$ cat config.mk
export PLATFORM = sky130hd
export DESIGN_NAME = redirect_ctrl
export DESIGN_NICKNAME = d
export VERILOG_FILES = /design/src/rtl/redirect_ctrl.sv
export SDC_FILE = /design/constraint.sdc
export NUM_CORES = 1
export LEC_CHECK = 0
export ABC_AREA = 1
export BUFFER_PORTS_ARGS = -buffer_cell sky130_fd_sc_hd__buf_2
export CORE_MARGIN = 8
export CORE_UTILIZATION = 39
export CTS_CLUSTER_SIZE = 40
export DETAILED_ROUTE_END_ITERATION = 8
export GPL_TIMING_DRIVEN = 0
export PLACE_DENSITY_LB_ADDON = 0.3
export SLEW_MARGIN = 20
export SYNTH_ARGS = -nofsm -noshare
export SYNTH_HDL_FRONTEND = slang
export SYNTH_SLANG_ARGS = --single-unit
$ cat constraint.sdc
create_clock -name clk -period 1.3 [get_ports clk]
set_input_delay 0.325 -clock clk [delete_from_list [all_inputs] [get_ports clk]]
set_output_delay 0.325 -clock clk [all_outputs]
set_load 0.02 [all_outputs]
$ cat src/rtl/redirect_ctrl.sv
// Redirect sequencer from WB to IF: flushes, drains outstanding inst fetches, then issues the new PC.
// Optional REDIRECT_PERF_EN adds per-cause 32-bit event counters.
module redirect_ctrl #(
   parameter logic [31:0] EXC_VECTOR = 32'hbfc00380,
   parameter int          MAX_OUTST  = 2,
   parameter int          CNT_W      = 2
) (
   input  logic        clk,
   input  logic        resetn,
   input  logic        ws_valid,
   input  logic        ws_excp_valid,
   input  logic        ws_inst_eret,
   input  logic        ws_tlb_refetch,
   input  logic [31:0] ws_refetch_pc,
   input  logic [31:0] cp0_epc,
   input  logic        inst_req_fire,
   input  logic        inst_data_ok,
   input  logic        if_redirect_ready,
   output logic        flush,
   output logic        fetch_block,
   output logic        resp_discard,
   output logic        redirect_valid,
   output logic [31:0] redirect_pc,
   output logic [1:0]  redirect_cause,
   output logic        busy,
   output logic [1:0]  state_dbg
`ifdef REDIRECT_PERF_EN
   ,
   output logic [31:0] perf_exc_cnt,
   output logic [31:0] perf_eret_cnt,
   output logic [31:0] perf_refetch_cnt
`endif
);

   // redirect_valid/if_redirect_ready: the PC transfers on a cycle where both are high;
   // redirect_pc and redirect_cause stay stable while redirect_valid waits for ready.
   typedef enum logic [1:0] {
      S_IDLE  = 2'd0,
      S_DRAIN = 2'd1,
      S_ISSUE = 2'd2
   } state_t;

   localparam logic [CNT_W-1:0] CNT_MAX = CNT_W'(MAX_OUTST);
   localparam logic [CNT_W-1:0] CNT_ONE = CNT_W'(1);

   state_t           state_q, state_d;
   logic [CNT_W-1:0] outst_cnt, cnt_d;
   logic             ev;
   logic [31:0]      tgt_pc;
   logic [1:0]       tgt_cause;

   assign ev        = ws_valid & (ws_excp_valid | ws_inst_eret | ws_tlb_refetch);
   assign state_dbg = state_q;

   always_comb begin
      tgt_pc    = ws_refetch_pc;
      tgt_cause = 2'b11;
      if (ws_excp_valid) begin
         tgt_pc    = EXC_VECTOR;
         tgt_cause = 2'b01;
      end else if (ws_inst_eret) begin
         tgt_pc    = cp0_epc;
         tgt_cause = 2'b10;
      end
   end

   // A simultaneous request and response cancel out; a stray data_ok at zero is ignored.
   always_comb begin
      cnt_d = outst_cnt;
      if (inst_req_fire && !inst_data_ok && outst_cnt != CNT_MAX)
         cnt_d = outst_cnt + CNT_ONE;
      else if (!inst_req_fire && inst_data_ok && outst_cnt != '0)
         cnt_d = outst_cnt - CNT_ONE;
   end

   always_ff @(posedge clk or negedge resetn) begin
      if (!resetn) begin
         state_q   <= S_IDLE;
         outst_cnt <= '0;
      end else begin
         state_q   <= state_d;
         outst_cnt <= cnt_d;
      end
   end

   always_comb begin
      state_d = state_q;
      case (state_q)
         S_IDLE:  if (ev) state_d = (cnt_d == '0) ? S_ISSUE : S_DRAIN;
         S_DRAIN: if (inst_data_ok && cnt_d == '0) state_d = S_ISSUE;
         S_ISSUE: if (if_redirect_ready) state_d = S_IDLE;
         default: state_d = S_IDLE;
      endcase
   end

   always_comb begin
      flush          = 1'b0;
      fetch_block    = (outst_cnt == CNT_MAX);
      resp_discard   = 1'b0;
      redirect_valid = 1'b0;
      busy           = 1'b0;
      case (state_q)
         S_IDLE:  flush = ev;
         S_DRAIN: begin
            flush        = 1'b1;
            fetch_block  = 1'b1;
            resp_discard = inst_data_ok;
            busy         = 1'b1;
         end
         S_ISSUE: begin
            flush          = 1'b1;
            fetch_block    = 1'b1;
            redirect_valid = 1'b1;
            busy           = 1'b1;
         end
         default: ;
      endcase
   end

   always_ff @(posedge clk or negedge resetn) begin
      if (!resetn) begin
         redirect_pc    <= '0;
         redirect_cause <= '0;
      end else if (state_q == S_IDLE && ev) begin
         redirect_pc    <= tgt_pc;
         redirect_cause <= tgt_cause;
      end else if (state_q == S_ISSUE && if_redirect_ready) begin
         redirect_cause <= '0;
      end
   end

`ifdef REDIRECT_PERF_EN
   always_ff @(posedge clk or negedge resetn) begin
      if (!resetn) begin
         perf_exc_cnt     <= '0;
         perf_eret_cnt    <= '0;
         perf_refetch_cnt <= '0;
      end else if (state_q == S_IDLE && ev) begin
         case (tgt_cause)
            2'b01:   perf_exc_cnt     <= perf_exc_cnt + 32'd1;
            2'b10:   perf_eret_cnt    <= perf_eret_cnt + 32'd1;
            default: perf_refetch_cnt <= perf_refetch_cnt + 32'd1;
         endcase
      end
   end
`endif

endmodule
**After elaboration in Yosys (flattened, before gate mapping)**

Index checks and enable logic that the tools add are counted.

- Add/subtract/negate cells: 2
- Equality and inequality tests: 7
- Mux-type cells: 18
- Bitwise logic cells: 3
- Reduce and logical (&&, ||, !) cells: 15

Operators with widths:

| operator | count |
|---|---|
| 2-to-1 mux 32 bit | 2 |
| 2-to-1 mux 2 bit | 9 |
| != test 2 bit, second input constant | 4 |
| logical AND 1 bit | 7 |
| one-hot mux 2 bit (3 select lines) | 1 |
| 2-to-1 mux 1 bit | 5 |
| equality test 2 bit, second input constant | 2 |
| logical NOT 2 bit | 2 |
| nonzero test 2 bit | 2 |
| AND reduction 3 bit | 1 |
| adder 2 x 1 -> 2 bit, second input constant | 1 |
| equality test 2 x 1 -> 1 bit, second input constant | 1 |
| logical NOT 1 bit | 2 |
| bitwise OR 1 bit | 2 |
| one-hot mux 1 bit (2 select lines) | 1 |
| OR reduction 2 bit | 1 |
| subtractor 2 x 1 -> 2 bit, second input constant | 1 |
| bitwise AND 1 bit | 1 |

- Register bits: 38
- Input port bits: 73
- Output and inout bits: 41
- Word-level logic and storage cells: 49

**Logic depth before layout (Yosys ltp)**

- Depth in word-level cells: 9
- Depth in mapped cells: 13
- Depth with buffers taken out: 13

**Least setup slack after synthesis**

OpenSTA, ideal clock, no wires.

- Path type: reg2out
- Start point: register state_q[0], in the netlist state_dbg[0]
- End point: output flush
- Data arrival time: 1.433 ns
- Required time: 0.975 ns
- Path slack: -0.458 ns
- Stages on the path, launching flop included: 5
- Buffers on the path: 0
- Cells stage by stage: dfrtp_1 inv_1 ha_1 inv_1 a21oi_1

- Word-level cells in the longest chain between the ends: 3
- Elaborated cells between the ends (all ways): 5
- Those cells by class: eq/ne: 2; mux: 1; reduce/logical: 2

RTL lines:

| element | RTL line | text |
|---|---|---|
| start: declaration | 46 | `state_t state_q, state_d;` |
| start signal: assignment | 81 | `state_q <= state_d;` |
| equality test 2 bit or equality test 2 x 1 -> 1 bit (tied branches) | 102 | `case (state_q)` |
| OR reduction 2 bit (no line) | - |  |
| one-hot mux 1 bit (2 select lines) (*) | 102 |  |
| end: declaration | 19 | `output logic flush,` |

Mark *: on every way between the ends. The rest lies on a longest branch, timed or not.

**Worst setup path in the final report**

- Start point: register state_q[1], in the netlist state_dbg[1]
- End point: output flush

The elaborated chain is that of the path after synthesis.

==> summary.md <==
| Metric | Value |
|---|---|
| Run status | finished with violations |
| Violated checks | setup timing |
| First-pass GRT wire length | 10,100 um |
| Ratio of cells with drive above 1 in the final layout | 0.613 |
| Mean Syn Cell Area | 8.94 um2 |
| CTS tree | yes |
| GR Layer Usage met1 | 0.192 |
| Number of global-route vias before repair | 2,115 |
| Register area share after synthesis | 0.507 |
| Worst Path Required | 980 ps |
| Synthesis-to-finish area growth | 70.9% |
| Multiplexer area fraction after synthesis | 0 |
| Htree depth | 2 |
| DR WL/cell | 16.8 um |
| Setup violators final | 43 |
| Boundary pin count | 114 |
| Yosys warns | 0 |
| Die height | 85.4 um |
| Initial antenna violation count | 0 |
| Final period utilization | 1.32 |
| RSZ-0062 raised after global routing | true |
| Crit Path Max Fanout | 2 |
| TritonCTS Sinks | 38 |
| Placer Congestion | 0.806 |
| Total GRT Usage | 0.173 |
| Final WS setup | -410 ps |
| DRT antenna net count | 0 |
| Effective utilization at floorplan | 0.400 |
| Mapped Cells | 210 |
| Pin slew with the least headroom to its limit | 859 ps |
| Max Slew Vio Count | 0 |
| Post-Synth Simple-Gate Area | 0.159 |
| Critical path class | reg2out |
| DP Wirelength | 4540 um |
| Ant. Diodes | 0 |
| Detailed Route WL | 6790 um |
| #FFs+latches synth | 38 |
| HP Class | in2async |
| Vias | 2,075 |
| Number of library cell types mapped by synthesis | 22 |
| PwrDens | 2460 mW/mm2 |
| Core ar. | 0.00469 mm2 |
| Design Area, Final | 0.00321 mm2 |
| Final nets | 429 |
| Crit path cell chain | inv_2, ha_4, nand2_4, clkbuf_16, a21oi_4, buf_6 |
| Final Hold Fails | 0 |
| Critical path's slowest cell | dfrtp_2 |
| Cell Rows | 25 |
| Global route total overflow | 0 |
| Mapped Area | 0.00188 mm2 |
| Crit end category | primary output |
| # Max-Cap Violations | 0 |
| F_max | 585 MHz |
| Total CTS buffers | 5 |
| Vias/cell | 5.12 |
| DRT Pass-1 Iters | 4 |
| Largest family of logic cells by synthesized area | compound AO/OA/AOI/OAI gates |
| Setup_tns | -4890 ps |
| Worst Clk Skew | 6.01 ps |
| Startpoint Class | flop |
| Port Buf Inserts | 113 |
| Final core utilization | 0.684 |
| Clk_lat worst skew | 280 ps |
| Static leakage | 1.68 nW |
| Die Width | 85.4 um |
| Largest net degree at the start of global routing | 39 |
| Met3 Usage GRT | 0.0618 |
| Placed inst area | 0.00255 mm2 |
| Root buf cell | clkbuf_8 |
| Adder-cell share of the synthesized area | 0.0400 |
| Compound-Gate Fraction of Synth Area | 0.218 |
| Drt drc | 0 |
| Final min period | 1710 ps |
| Initial DRC count | 54 |
| Post-Place Worst Slack | -307 ps |
| Top Usage Layer GRT | met2 |
| Peak VDD IR | 0.00159 V |
| Global Route met2 Usage | 0.308 |
| Fillers | 398 |
| Max transition margin | 0.427 |
| Hold buffers post-CTS | 0 |
| CP max stage delay | 420 ps |
| Clk pin slew, worst setup/hold paths | 80 ps |
| Max clock buf depth | 2 |
| Crit path DAT | 1380 ps |
| Synth Area in XOR/XNOR | 0 |
| Syn nets | 289 |
| Die area | 0.00729 mm2 |
[where the power goes]
part	leakage [nW]	internal (mW)	switching [mW]
registers	0.475	1.77	0.375
clock network	0.0714	0.819	0.408
logic	1.13	2.02	2.51
[worst paths after layout]
path                       cells past startpoint                   startpoint  slack [ps]                             to
min in group clk                               2                ws_excp_valid         250  redirect_cause[1]$_DFFE_PN0P_
min reg2reg                                    2  redirect_pc[23]$_DFFE_PN0P_         480    redirect_pc[23]$_DFFE_PN0P_
max                                            6     state_dbg[1]$_DFFE_PN0P_        -410                          flush
max in group asynchronous                      1                       resetn         550       state_dbg[0]$_DFFE_PN0P_
min                                            1                       resetn         140    redirect_pc[10]$_DFFE_PN0P_
max reg2reg                                    9     state_dbg[1]$_DFFE_PN0P_        -200    redirect_pc[15]$_DFFE_PN0P_
[per-layer routing]
| layer | wire length, um | vias to the layer above |
|---|---|---|
| met3 | 575 | 8 |
| li1 | - | 1017 |
| met5 | 0 | - |
| met1 | 2590 | 965 |
| met2 | 3530 | 85 |
| met4 | 91 | 0 |
[logic make-up after synthesis]
family,Yosys count
adder cells (fa/ha/maj),6
buffers and inverters,30
AO/OA/AOI/OAI,68
AND/OR/NAND/NOR,68
flip-flops,38
[flip-flops by register name, summed over array words and instances (netlist names)]
| name | count |
|---|---|
| outst_cnt | 2 |
| state_dbg | 2 |
| redirect_cause | 2 |
| redirect_pc | 32 |
[cell usage after synthesis]
| library cell | instances | area share |
|---|---|---|
| nor2_4 | 1 | 0.0060 |
| buf_4 | 1 | 0.0040 |
| nand2_1 | 48 | 0.096 |
| inv_1 | 13 | 0.026 |
| nand2_2 | 3 | 0.010 |
| o21ai_0 | 25 | 0.067 |
| nand2_4 | 1 | 0.0060 |
| inv_2 | 4 | 0.0080 |
| a22oi_1 | 20 | 0.080 |
| nand3b_1 | 1 | 0.0040 |
| buf_2 | 8 | 0.021 |
| o21ai_1 | 9 | 0.024 |
| o22ai_1 | 12 | 0.040 |
| nor2_1 | 3 | 0.0060 |
| nand3_1 | 9 | 0.024 |
| buf_6 | 2 | 0.012 |
| clkbuf_2 | 2 | 0.0053 |
| a21oi_1 | 1 | 0.0027 |
| ha_1 | 6 | 0.040 |
| dfrtp_1 | 38 | 0.51 |
| o21ai_2 | 1 | 0.0047 |
| nand4_1 | 2 | 0.0067 |
[what timing repair did]
action / CTS / global route
setup buffers: 10 / 5
setup endpoints to repair: 8 / 43
gates resized for setup: 31 / 76
endpoints found under the hold margin: 0 / 0
cloned: 1 / 4
pin swaps: 9 / 6
[metrics by stage]
stage / std cells / hold WS, ps / power [mW]
after detailed placement: 377 / 469 / 5.36
after floorplan: 210 / 29.4 / 4.23
after CTS: 396 / 169 / 7.14
after global placement: 377 / 461 / 5.30
final: 405 / 143 / 7.91
after global routing: 405 / 217 / 8.43
[layout make-up]
cell class	count	area, um2	area share
multi-input cells	142	996	0.310
flip-flops and latches	38	953	0.297
repair buffers	133	836	0.261
plain buffers	13	146	0.0456
clock buffers	6	82.6	0.0257
well taps	54	67.6	0.0211
inverters	17	66.3	0.0207
clock inverters	2	60.1	0.0187
[cell usage in the layout, fill, tap and decap left out]
cell / Yosys / layout
inv_1: 13 / 7
nand3b_1: 1 / 1
dfrtp_1: 38 / 36
a21oi_4: 0 / 1
buf_12: 0 / 2
nand2_4: 1 / 4
o21ai_2: 1 / 15
nand2_1: 48 / 30
nand2_2: 3 / 18
ha_4: 0 / 5
buf_6: 2 / 7
inv_4: 0 / 1
a22oi_1: 20 / 20
inv_2: 4 / 9
clkbuf_8: 0 / 6
nor2_1: 3 / 2
dfrtp_2: 0 / 2
ha_1: 6 / 1
clkbuf_16: 0 / 5
nand3_1: 9 / 5
bufinv_16: 0 / 2
o22ai_1: 12 / 12
nand4_1: 2 / 2
nor2_4: 1 / 2
buf_2: 8 / 113
buf_4: 1 / 15
o21ai_1: 9 / 20
nand3_2: 0 / 4
buf_8: 0 / 4
[worst max-delay path, delay by kind of cell, from the launching register on]
| kind | cells | cell delay [ps] |
|---|---|---|
| fa+ha+maj | 1 | 160 |
| flops | 1 | 420 |
| simple gates | 1 | 60 |
| compound gates | 1 | 110 |
| buf+inv | 3 | 360 |
No activity file was read; power rests on OpenSTA's default activity.
